$ cat src/rtl/gray_binary_pipe.sv
// Pipelined Gray<->binary converter with valid/ready handshake for FIFO pointer paths.
// Gray->binary words are also checked for single-bit steps, with a saturating violation count.
module gray_binary_pipe #(
    parameter int WIDTH  = 4,
    parameter int STAGES = 2,
    parameter int CNT_W  = 8
) (
    input  logic             clk,
    input  logic             reset_n,
    input  logic             in_valid,
    output logic             in_ready,
    input  logic             in_mode,
    input  logic [WIDTH-1:0] in_data,
    output logic             out_valid,
    input  logic             out_ready,
    output logic [WIDTH-1:0] out_data,
    output logic             out_mode,
    output logic             out_step_err,
    output logic [CNT_W-1:0] err_count,
    input  logic             err_clr
);

    function automatic logic [WIDTH-1:0] gray2bin(input logic [WIDTH-1:0] g);
        logic [WIDTH-1:0] b;
        b[WIDTH-1] = g[WIDTH-1];
        for (int i = WIDTH - 2; i >= 0; i--) begin
            b[i] = b[i+1] ^ g[i];
        end
        return b;
    endfunction

    function automatic logic [WIDTH-1:0] bin2gray(input logic [WIDTH-1:0] b);
        return b ^ (b >> 1);
    endfunction

    function automatic int unsigned popcount(input logic [WIDTH-1:0] v);
        int unsigned n;
        n = 0;
        for (int i = 0; i < WIDTH; i++) begin
            if (v[i]) n++;
        end
        return n;
    endfunction

    function automatic logic [CNT_W-1:0] sat_inc(input logic [CNT_W-1:0] c);
        if (c == {CNT_W{1'b1}}) return c;
        return c + CNT_W'(1);
    endfunction

    logic             vld_p  [STAGES];
    logic [WIDTH-1:0] data_p [STAGES];
    logic             mode_p [STAGES];
    logic             err_p  [STAGES];

    logic             adv;
    logic             accept;
    logic             gray_accept;
    logic [WIDTH-1:0] conv_data;
    logic             step_err;
    logic [WIDTH-1:0] prev_gray;
    logic             prev_vld;

    // Input side: conversion and step check are combinational, registered into slot 0
    assign out_valid   = vld_p[STAGES-1];
    assign adv         = out_ready | ~out_valid;
    assign in_ready    = adv;
    assign accept      = in_valid & adv;
    assign gray_accept = accept & ~in_mode;

    always_comb begin
        conv_data = in_mode ? bin2gray(in_data) : gray2bin(in_data);
        step_err  = ~in_mode & prev_vld & (popcount(in_data ^ prev_gray) > 32'd1);
    end

    // Slots shift together; bubbles travel with the stream rather than collapsing
    always_ff @(posedge clk or negedge reset_n) begin
        if (!reset_n) begin
            for (int s = 0; s < STAGES; s++) begin
                vld_p[s]  <= 1'b0;
                data_p[s] <= '0;
                mode_p[s] <= 1'b0;
                err_p[s]  <= 1'b0;
            end
        end else if (adv) begin
            for (int s = STAGES - 1; s > 0; s--) begin
                vld_p[s]  <= vld_p[s-1];
                data_p[s] <= data_p[s-1];
                mode_p[s] <= mode_p[s-1];
                err_p[s]  <= err_p[s-1];
            end
            vld_p[0]  <= accept;
            data_p[0] <= accept ? conv_data : '0;
            mode_p[0] <= accept & in_mode;
            err_p[0]  <= accept & step_err;
        end
    end

    // Step-check history only follows accepted Gray words, so idle X never reaches it
    always_ff @(posedge clk or negedge reset_n) begin
        if (!reset_n) begin
            prev_gray <= '0;
            prev_vld  <= 1'b0;
        end else if (gray_accept) begin
            prev_gray <= in_data;
            prev_vld  <= 1'b1;
        end
    end

    always_ff @(posedge clk or negedge reset_n) begin
        if (!reset_n) begin
            err_count <= '0;
        end else if (err_clr) begin
            err_count <= '0;
        end else if (accept && step_err) begin
            err_count <= sat_inc(err_count);
        end
    end

    // Output side: last slot drives the ports directly
    assign out_data     = data_p[STAGES-1];
    assign out_mode     = mode_p[STAGES-1];
    assign out_step_err = err_p[STAGES-1];

endmodule
$ cat config.mk
export PLATFORM = sky130hd
export DESIGN_NAME = gray_binary_pipe
export DESIGN_NICKNAME = d
export VERILOG_FILES = /design/src/rtl/gray_binary_pipe.sv
export SDC_FILE = /design/constraint.sdc
export NUM_CORES = 1
export LEC_CHECK = 0
export ABC_AREA = 1
export CORE_MARGIN = 2
export CORE_UTILIZATION = 56
export CTS_CLUSTER_SIZE = 8
export DETAILED_ROUTE_END_ITERATION = 8
export PLACE_DENSITY = 0.83
export SETUP_SLACK_MARGIN = 0.02
export SYNTH_ARGS = -nofsm -noshare
export SYNTH_HDL_FRONTEND = slang
export SYNTH_SLANG_ARGS = --single-unit
export TNS_END_PERCENT = 5
$ cat constraint.sdc
create_clock -name clk -period 4.26 [get_ports clk]
set_input_delay 0.852 -clock clk [delete_from_list [all_inputs] [get_ports clk]]
set_output_delay 0.852 -clock clk [all_outputs]
set_load 0.05 [all_outputs]
# == After elaboration in Yosys (flattened, before gate mapping) ==
# Cells that the tools add are included.
# totals
regBits,27
input_bits,10
out_inout_bits,16
# op_classes
eq_ne,2
n_addsub,4
n_mux,12
n_reduce_logical,3
magnitude_cmp,1
bitwise_logic,14
# ops
cell,n
"32-bit by 1-bit adder with 32-bit output, second input constant",2
32-bit two-way mux,2
"32-bit by 1-bit > comparator with 1-bit output, second input constant",1
8-bit two-way mux,3
"8-bit by 1-bit adder with 8-bit output, second input constant",1
"8-bit == test, second input constant",1
4-bit two-way mux,2
1-bit bitwise AND,6
1-bit two-way mux,4
4-bit by 3-bit bitwise XOR with 4-bit output,1
4-bit bitwise XOR,1
"3-bit inequality test, second input constant",1
1-bit bitwise XOR,3
"1-bit by 1-bit adder with 2-bit output, second input constant",1
2-bit two-way mux,1
1-bit NOT,2
2-bit AND reduction,1
2-bit nonzero test,1
1-bit logical AND,1
1-bit bitwise OR,1

# == Depth between registers and ports, before layout ==
# Gate-level depths: netlist (run 1).
# depth
word_depth,16
mapped_depth,16

# == Least setup slack after synthesis (run 1) ==
# No wires, ideal clock.
# synth_path
path_type,input to register
from,in in_data[0]
to,reg err_count[0]
slack_ns,1.683
path_stages,13
path_buffers,0
setup_ns,0.119
t_arrival_ns,2.458
cell_sequence,xor2_1 -> inv_1 -> ha_1 -> xor2_1 -> inv_1 -> ha_1 -> or2_1 -> nand2_1 -> nand2_2 -> nand3_4 -> nand2_4 -> nand2_1 -> nand2_1
# synth_via
elab_chain_len,13
# synth_rtl
element,line,rtl
"start, declared",13,"input logic [WIDTH-1:0] in_data,"
4-bit bitwise XOR (*),72,step_err = ~in_mode & prev_vld & (popcount(in_data ^ prev_gray) > 32'd1);
1-bit two-way mux (*),40,if (v[i]) n++;
1-bit by 1-bit adder with 2-bit output,40,
2-bit two-way mux (*),40,
32-bit by 1-bit adder with 32-bit output,40,
32-bit two-way mux (*),40,
32-bit by 1-bit adder with 32-bit output,40,
32-bit two-way mux (*),40,
32-bit by 1-bit > comparator with 1-bit output (*),72,
1-bit bitwise AND (*),72,
1-bit logical AND (*),114,end else if (accept && step_err) begin
2-bit nonzero test (no source line) (*),n/a,
2-bit AND reduction (no source line) (*),n/a,
"end signal, assigned",115,err_count <= sat_inc(err_count);
"end, declared",19,"output logic [CNT_W-1:0] err_count,"
# Every way passes the cells marked *; elsewhere a longest branch is shown, timed or not.
# A chain may end at the register's enable or synchronous reset.

# == Final worst setup path (run 1) ==
# layout_path
from,in out_ready
to,out in_ready
# layout_via
elab_chain_len,1
# layout_rtl
element,line,rtl
"start, declared",15,"input logic out_ready,"
1-bit bitwise OR,65,assign adv = out_ready | ~out_valid;
"end, declared",11,"output logic in_ready,"
# Every way passes these cells.

==> results.cfg, run 1 <==
[placed_design]
place.gp.congestion = 0.753
hpwl_um = 2040
placed_cells = 237
pre_cts_ws_ns = 0.867
port_buffers = 25

[synth]
synth-warning-count = 0
synth-seq-cells = 27
synth_top_family_by_area = simple AND/OR/NAND/NOR gates
seq_area_frac_synth_pct = 45.7
yosys.area_share.simple_pct = 31.9
synth-compound-area-share_pct = 5.17
post_synth.cell_area_avg_um2 = 7.94
synth_nets = 200
synth_xor_area_share_pct = 5.33
netlist_area_mm2 = 0.00148
synthAdderAreaFrac_pct = 3.39
synth_cell_types = 24
syn_inst = 186
muxShareOfSynthArea_pct = 0

[sta]
rsz0062_at_grt = false
tns_ns = 0
max_freq_ghz = 0.293
fin_crit_sh_pct = 80.1
skew_ns = 0.00144
setup_viol = 0
tightest_slew_ns = 0.502
slew_headroom_pct = 66.4
fin_crit_ns = 3.41
whs_ns = 0.476
hold_viol = 0
setup_ws_ns = 0.849
slew_viol_final = 0

[cells_and_area]
regArea_um2 = 676
antenna_cells = 0
final_nets = 226
final_cells = 241
area_growth_pct = 19.6
multi_input_area_um2 = 677
fillers = 212
drive_above_1_share_pct = 7.58

[pwr]
p_leak_nw = 0.896
p_per_area_mw_per_mm2 = 393
peakVddDrop_v = 0.000261

[drt]
dr.first_iter.drc_count = 23
routed-via-count = 1207
firstDrtPassIters = 4
wl_per_cell_um = 11.1
postRouteAntennaNets = 0
drc = 0
routed_wl_um = 2670
drt-vias-per-instance = 5.01

[setup_path]
crit_buf_inv = 4
required_ns = 3.41
slowest_stage = clkdlybuf4s50_1
cp-end-kind = output port
crit_arrival_ns = 2.56
cpPeakStageDelay_ns = 0.77
path_max_fanout = 14
startpoint_type = primary input
cpMostUsedCell = clkdlybuf4s50_1
cp_top_family = buffers and inverters
path_cells = clkdlybuf4s50_1, nor2_2, buf_4, clkinv_1, clkdlybuf4s50_1
critPathKind = primary input to output port
r2r_slack_ns = 1.93

[floorplanning]
dieWidth_um = 55.4
die_area_mm2 = 0.00307
dieHeight_um = 55.4
core_area_mm2 = 0.00250
start_util_pct = 59.1
ios = 26
rows = 18

[cts]
h-tree-depth = 1
hold_buffers = 0
cts_sinks = 27
cts_tree = built
cts_max_path_buffers = 2
post_cts_buffers = 0
clk_pin_slew_ns = 0.14
cts_root_buf = clkbuf_4
insertion_delay_ns = 0.32
cts_buffers = 3
cts-resized-gates = 0

[grt]
grt_pass1_wl_um = 4700
met1_usage_pct = 24.1
grt_max_degree = 28
grtUsageMet2_pct = 33.0
grt.busiest_layer = met2
grt_usage_pct = 18.8
antenna_found_initial = 0
met3_usage_pct = 3.51
overflow = 0
grt_pass1_vias = 1139

[run_status]
status = finished, final reports clean

[worst_hold_path]
hp-class = flop to flop

[job]
drv_cap = 0
-- synth_stat cells, drive strengths merged --
cell | n | share of area [%]
nor3 | 1 | 0.34
o22ai | 2 | 0.85
dfrtp | 27 | 46
nand2 | 66 | 18
clkbuf | 1 | 0.25
buf | 5 | 2.4
inv | 21 | 5.3
xnor2 | 3 | 1.8
nand3 | 18 | 6.9
o21ai | 11 | 3.7
or2 | 1 | 0.42
a22o | 1 | 0.59
nand3b | 2 | 1.0
xor2 | 6 | 3.6
clkinv | 2 | 0.51
nor2 | 15 | 5.2
ha | 4 | 3.4
-- path summary, 6_finish.rpt --
check	startpoint	end	cells after the start
min reg2reg	vld_p[1]	out_valid	2
max reg2reg	prev_gray[0]	err_count[7]	13
min in group asynchronous	reset_n	prev_gray[1]	2
max in group asynchronous	reset_n	err_count[7]	2
min	vld_p[1]	out_valid	2
max	out_ready	in_ready	5
-- worst min-delay path, stage by stage (launching register included) --
cell and delay (ns):
dfrtp_1 0.35, inv_1 0.05, nand2_1 0.06
-- layout by cell type, fill, tap and decap left out, drive strengths merged --
cell type,netlist,final
xnor2,3,3
a22o,1,1
nand2,66,66
buf,5,2
nand3,18,18
nand3b,2,2
dfrtp,27,27
nor2,15,15
o22ai,2,2
nor3,1,1
clkinv,2,2
clkdlybuf4s50,0,25
xor2,6,6
inv,21,21
clkbuf,1,4
or2,1,1
ha,4,4
o21ai,11,11
-- cell families after synthesis --
family          after synthesis
buf+inv                      29
flops                        27
compound gates               14
simple gates                103
fa+ha+maj                     4
xor+xnor                      9
-- power breakdown --
| part | total [mW] | internal, mW | switching [mW] |
|---|---|---|---|
| registers | 0.312 | 0.290 | 0.0225 |
| clock network | 0.111 | 0.0366 | 0.0739 |
| logic | 0.272 | 0.0968 | 0.175 |
-- through the flow --
stage	utilization [%]	power [mW]	cell area (um2)
CTS	70.7	0.699	1770
detailed placement	69.7	0.592	1740
finish	70.7	0.694	1770
global placement	69.7	0.579	1740
floorplan	-	0.515	1480
global route	70.7	0.738	1770
-- final cells by class --
cell class | count | share of cell area, %
clock buffers | 4 | 1.49
multi-input cells | 130 | 38.3
flip-flops and latches | 27 | 38.2
inverters | 23 | 4.88
well taps | 30 | 2.12
repair buffers | 27 | 15.0
-- routing by layer --
layer,share of wire (%),wire (um),vias up
met3,3.2,86,2
met4,0.38,10,0
li1,-,-,625
met5,0,0,-
met2,49,1300,19
met1,48,1270,561
-- sequential cells by signal, indices dropped and copies added, names as in the netlist --
name          cells
data_p            4
prev_vld          1
vld_p             1
err_count         8
out_step_err      1
out_mode          1
out_data          4
err_p             1
out_valid         1
prev_gray         4
mode_p            1
Note: power is estimated with default switching activity, not from simulation.
==> run 2: changes to the inputs <==
--- a/config.mk
+++ b/config.mk
@@ -7,10 +7,10 @@
 export LEC_CHECK = 0
 export ABC_AREA = 1
 export CORE_MARGIN = 2
-export CORE_UTILIZATION = 56
+export CORE_UTILIZATION = 52
 export CTS_CLUSTER_SIZE = 8
 export DETAILED_ROUTE_END_ITERATION = 8
-export PLACE_DENSITY = 0.83
+export PLACE_DENSITY = 0.78
 export SETUP_SLACK_MARGIN = 0.02
 export SYNTH_ARGS = -nofsm -noshare
 export SYNTH_HDL_FRONTEND = slang
==> constraint.sdc (replaced) <==
create_clock -name clk -period 3.5 [get_ports clk]
set_input_delay 0.7 -clock clk [delete_from_list [all_inputs] [get_ports clk]]
set_output_delay 0.7 -clock clk [all_outputs]
set_load 0.05 [all_outputs]
==> run 2 against run 1 <==
Net effect:
- final area is essentially flat
- non-clock buffer count unchanged
- cell count rose by 0.41%
- wire length grew 1.4%
- critical endpoint is now err_count[4]
==> results.cfg, run 2 (synthesized netlist as in run 1, its figures left out) <==
[drt]
routed_wl_um = 2700
dr.first_iter.drc_count = 22
routed-via-count = 1191
wl_per_cell_um = 11.2
drc = 0
postRouteAntennaNets = 0
drt-vias-per-instance = 4.92
firstDrtPassIters = 4

[setup_path]
cp.depth = 14
crit_start = in_data[0]
path_max_fanout = 9
crit_arrival_ns = 2.99
critPathKind = primary input to flop
reg2reg_from = prev_gray[0]
cpPeakStageDelay_ns = 0.49
path_cells = clkdlybuf4s50_1, xor2_1, inv_1, ha_1, xor2_1, inv_1, ha_1, or2_1, nand2_1, nand2_2, nand3_4, nand2_4, nand2_1, nand2_1
cp_top_family = simple AND/OR/NAND/NOR gates
slowest_stage = clkdlybuf4s50_1
cpMostUsedCell = nand2_1
r2r_slack_ns = 1.20
rr_endpoint = err_count[4]
startpoint_type = primary input
rr_worst_depth = 13
cp-end-kind = flop
crit_buf_inv = 3
required_ns = 3.72
crit_end = err_count[4]

[placed_design]
hpwl_um = 2070
port_buffers = 25
place.gp.congestion = 0.881
pre_cts_ws_ns = 0.370
placed_cells = 238

[cells_and_area]
final_cell_mix = nand2_1, dfrtp_1, clkdlybuf4s50_1, inv_1, nand3_1
area_growth_pct = 19.6
final_nets = 226
final_core_util_pct = 64.6
final_common_cell = nand2_1
final_cells = 242
regMostFlops = err_count
regArea_um2 = 676
drive_above_1_share_pct = 8.06
fillers = 250
largest_reg_flops = 8
multi_input_area_um2 = 677
antenna_cells = 0

[floorplanning]
core_area_mm2 = 0.00273
start_util_pct = 54.1
dieWidth_um = 57.3
die_area_mm2 = 0.00328
ios = 26
dieHeight_um = 57.3
rows = 19

[cts]
cts_tree = built
hold_buffers = 0
insertion_delay_ns = 0.31
cts_max_path_buffers = 2
post_cts_buffers = 0
cts_buffers = 3
cts-resized-gates = 0
cts_sinks = 27
h-tree-depth = 1
cts_root_buf = clkbuf_4
clk_pin_slew_ns = 0.13

[worst_hold_path]
hp-class = flop to flop
hold_path.startpoint = vld_p[1]

[pwr]
switching_share_pct = 38.8
p_sw_mw = 0.327
p_leak_nw = 0.897
seq_power_share_pct = 45.4
p_per_area_mw_per_mm2 = 477
peakVddDrop_v = 0.000324
pwr-share-clk_pct = 15.4
p_int_mw = 0.515
p_comb_share_pct = 39.2

[grt]
grt_usage_pct = 19.0
antenna_found_initial = 0
grt_max_degree = 28
overflow = 0
grt_pass1_wl_um = 4840
grt_pass1_vias = 1102

[job]
drv_cap = 0

[sta]
hold_viol = 0
tightest_slew_ns = 0.511
max_freq_ghz = 0.361
rsz0062_at_grt = false
setup_ws_ns = 0.731
fin_crit_sh_pct = 79.1
skew_ns = 0.00151
slew_viol_final = 0
fin_crit_ns = 2.77
tns_ns = 0
slew_headroom_pct = 65.8
setup_viol = 0

[run_status]
status = finished, final reports clean
-- run 2: cell type report --
type                       count  share of cell area, %
tap                           31                   2.20
inverter                      23                   4.89
multi-input combinational    130                   38.3
sequential                    27                   38.2
timing repair buffer          27                   14.9
clock buffer                   4                   1.49
-- run 2: stage by stage --
step	instance area (um2)	power, mW	hold slack, ns
global placement	1740	0.706	0.437
floorplan	1480	0.627	0.404
CTS	1770	0.851	0.468
finish	1770	0.842	0.464
detailed placement	1740	0.721	0.436
global route	1770	0.905	0.502
-- run 2: routing by layer --
| layer | part of all wire (%) | vias to the layer above | routed length [um] | global-route usage [%] |
|---|---|---|---|---|
| met2 | 45 | 23 | 1230 | 31.0 |
| li1 | - | 627 | - | - |
| met3 | 3.7 | 7 | 100 | 3.40 |
| met4 | 2.0 | 0 | 55 | 7.64 |
| met5 | 0 | - | 0 | 0 |
| met1 | 49 | 534 | 1320 | 25.1 |
-- run 2: power groups by stage --
stage                     registers, mW  logic, mW  clock network [mW]
after floorplan                   0.431      0.196                   0
after global placement            0.386      0.320                   0
after detailed placement          0.388      0.332                   0
after CTS                         0.382      0.333               0.136
after global routing              0.388      0.368               0.150
final                             0.382      0.330               0.130
-- run 2: worst register-to-register path: cells and delay by family, from the launching register on --
family / cells / cell delay [ns]
and+or+nand+nor: 7 / 0.71
DFF: 1 / 0.42
xor gates and xnor gates: 2 / 0.36
buffers and inverters: 2 / 0.13
adders and majority gates: 2 / 0.60
-- run 2: how the worst min path moves through the flow --
stage / end / cells after the start
floorplan: data_p[4] / 0
global placement: out_valid / 2
detailed placement: out_valid / 2
CTS: out_valid / 2
global route: out_valid / 2
finish: out_valid / 2
==> run 3: changes to the inputs <==
==> constraint.sdc (replaced) <==
create_clock -name clk -period 2.7 [get_ports clk]
set_input_delay 0.54 -clock clk [delete_from_list [all_inputs] [get_ports clk]]
set_output_delay 0.54 -clock clk [all_outputs]
set_load 0.05 [all_outputs]
==> run 3 against run 2 <==
Net effect:
- via count grew 1.9%
- power grew 32%
- setup slack worse by 0.46 ns
- first-iteration DRC count up 23%
- critical path depth decreased by 1
- die area did not move
==> results.cfg, run 3 (synthesized netlist as in run 1, its figures left out) <==
[drt]
routed-via-count = 1214
wl_per_cell_um = 11.0
drt-vias-per-instance = 4.93
routed_wl_um = 2710
postRouteAntennaNets = 0
dr.first_iter.drc_count = 27
firstDrtPassIters = 4
drc = 0

[placed_design]
place.gp.congestion = 0.899
hpwl_um = 2030
port_buffers = 25
dpl_cell_area_mm2 = 0.00176

[sta]
whs_ns = 0.466
rsz0062_at_grt = false
max_freq_ghz = 0.412
fin_crit_sh_pct = 90.0
hold_viol = 0
tightest_slew_ns = 0.508
slew_headroom_pct = 66.0
fin_crit_ns = 2.43
slew_viol_final = 0
setup_viol = 0
skew_ns = 0.00776

[grt]
overflow = 0
antenna_found_initial = 0
grt_max_degree = 28
grt_usage_pct = 17.5
grt_pass1_vias = 1076
grt_pass1_wl_um = 4570

[cts]
insertion_delay_ns = 0.32
cts_root_buf = clkbuf_4
hold_buffers = 0
cts_tree = built
clk_pin_slew_ns = 0.15
cts_max_path_buffers = 2
cts_sinks = 27
cts_buffers = 3
h-tree-depth = 1

[floorplanning]
core_area_mm2 = 0.00273
start_util_pct = 54.1
dieWidth_um = 57.3
dieHeight_um = 57.3
ios = 26
rows = 19
die_area_mm2 = 0.00328

[cells_and_area]
largest_reg_flops = 8
final_cell_mix = nand2_1, dfrtp_1, clkdlybuf4s50_1, inv_1, nand3_1
drive_above_1_share_pct = 10.7
area_growth_pct = 22.5
antenna_cells = 0
design_area_mm2 = 0.00181
final_nets = 230
final_common_cell = nand2_1
regMostFlops = err_count

[worst_hold_path]
hp-class = flop to flop

[job]
drv_cap = 0

[setup_path]
required_ns = 2.97
critPathKind = primary input to flop
cp-end-kind = flop
path_max_fanout = 8
startpoint_type = primary input
crit_arrival_ns = 2.70

[pwr]
p_per_area_mw_per_mm2 = 612
peakVddDrop_v = 0.000377
p_leak_nw = 0.925

[run_status]
status = finished, final reports clean
==> run 3: cell count changes in the layout (fill, tap and decap cells not counted) <==
cell	delta
buf_4	+4
xor2_2	+1
clkinvlp_4	+1
xor2_1	-1
clkdlybuf4s50_1	-1
dlymetal6s2s_1	+1
clkbuf_1	-1
==> run 3: repair_timing <==
| item | in CTS | in global routing |
|---|---|---|
| endpoints found under the setup margin | 0 | 8 |
| setup buffers | 0 | 1 |
| resized for setup | 0 | 2 |
==> run 3: layout make-up <==
cell class / instances / area (um2)
well taps: 31 / 38.8
clock inverters: 1 / 7.51
clock buffers: 3 / 22.5
fillers: 239 / 923
inverters: 23 / 86.3
flip-flops and latches: 27 / 676
repair buffers: 31 / 295
multi-input cells: 130 / 684
==> run 3: stage by stage <==
step	setup TNS, ns	setup WS (ns)	util (%)	total power, mW	std cells
floorplan	0	0.435	-	0.813	186
global placement	-1.21	-0.160	64.5	0.922	241
detailed placement	-1.73	-0.229	64.5	0.935	241
CTS	0	0.126	65.6	1.11	245
global route	0	0.116	66.2	1.18	246
finish	0	0.271	66.2	1.11	246
==> run 3: per-layer routing <==
| metal | up-vias | global-route usage (%) | share of wire (%) |
|---|---|---|---|
| li1 | 635 | - | - |
| met5 | - | 0 | 0 |
| met1 | 549 | 24.7 | 49 |
| met2 | 26 | 28.1 | 46 |
| met4 | 0 | 4.98 | 1.1 |
| met3 | 4 | 2.95 | 3.9 |
==> run 3: worst max-delay path: stages <==
cell             delay (ns)
clkdlybuf4s50_1        0.44
xnor2_1                0.22
ha_1                   0.29
xor2_1                 0.16
inv_1                  0.05
ha_1                   0.26
or2_1                  0.22
nand2_1                0.08
nand2_2                0.07
nand3_4                0.11
buf_4                  0.14
nand3_1                0.06
nand2_1                0.08
==> run 3: worst paths after layout <==
path,start,end,slack (ns),depth (start not counted)
max,in_data[1],err_count[4],0.27,13
min,vld_p[1],out_valid,0.47,2
max reg2reg,prev_gray[0],err_count[4],0.45,13
min reg2reg,vld_p[1],out_valid,0.47,2
max in group asynchronous,reset_n,data_p[7],1.87,2
min in group asynchronous,reset_n,out_data[3],0.57,2
==> run 3: where the power goes <==
part	internal, mW	switching, mW	total, mW
clock network	0.0565	0.119	0.176
logic	0.162	0.275	0.437
registers	0.457	0.0389	0.496
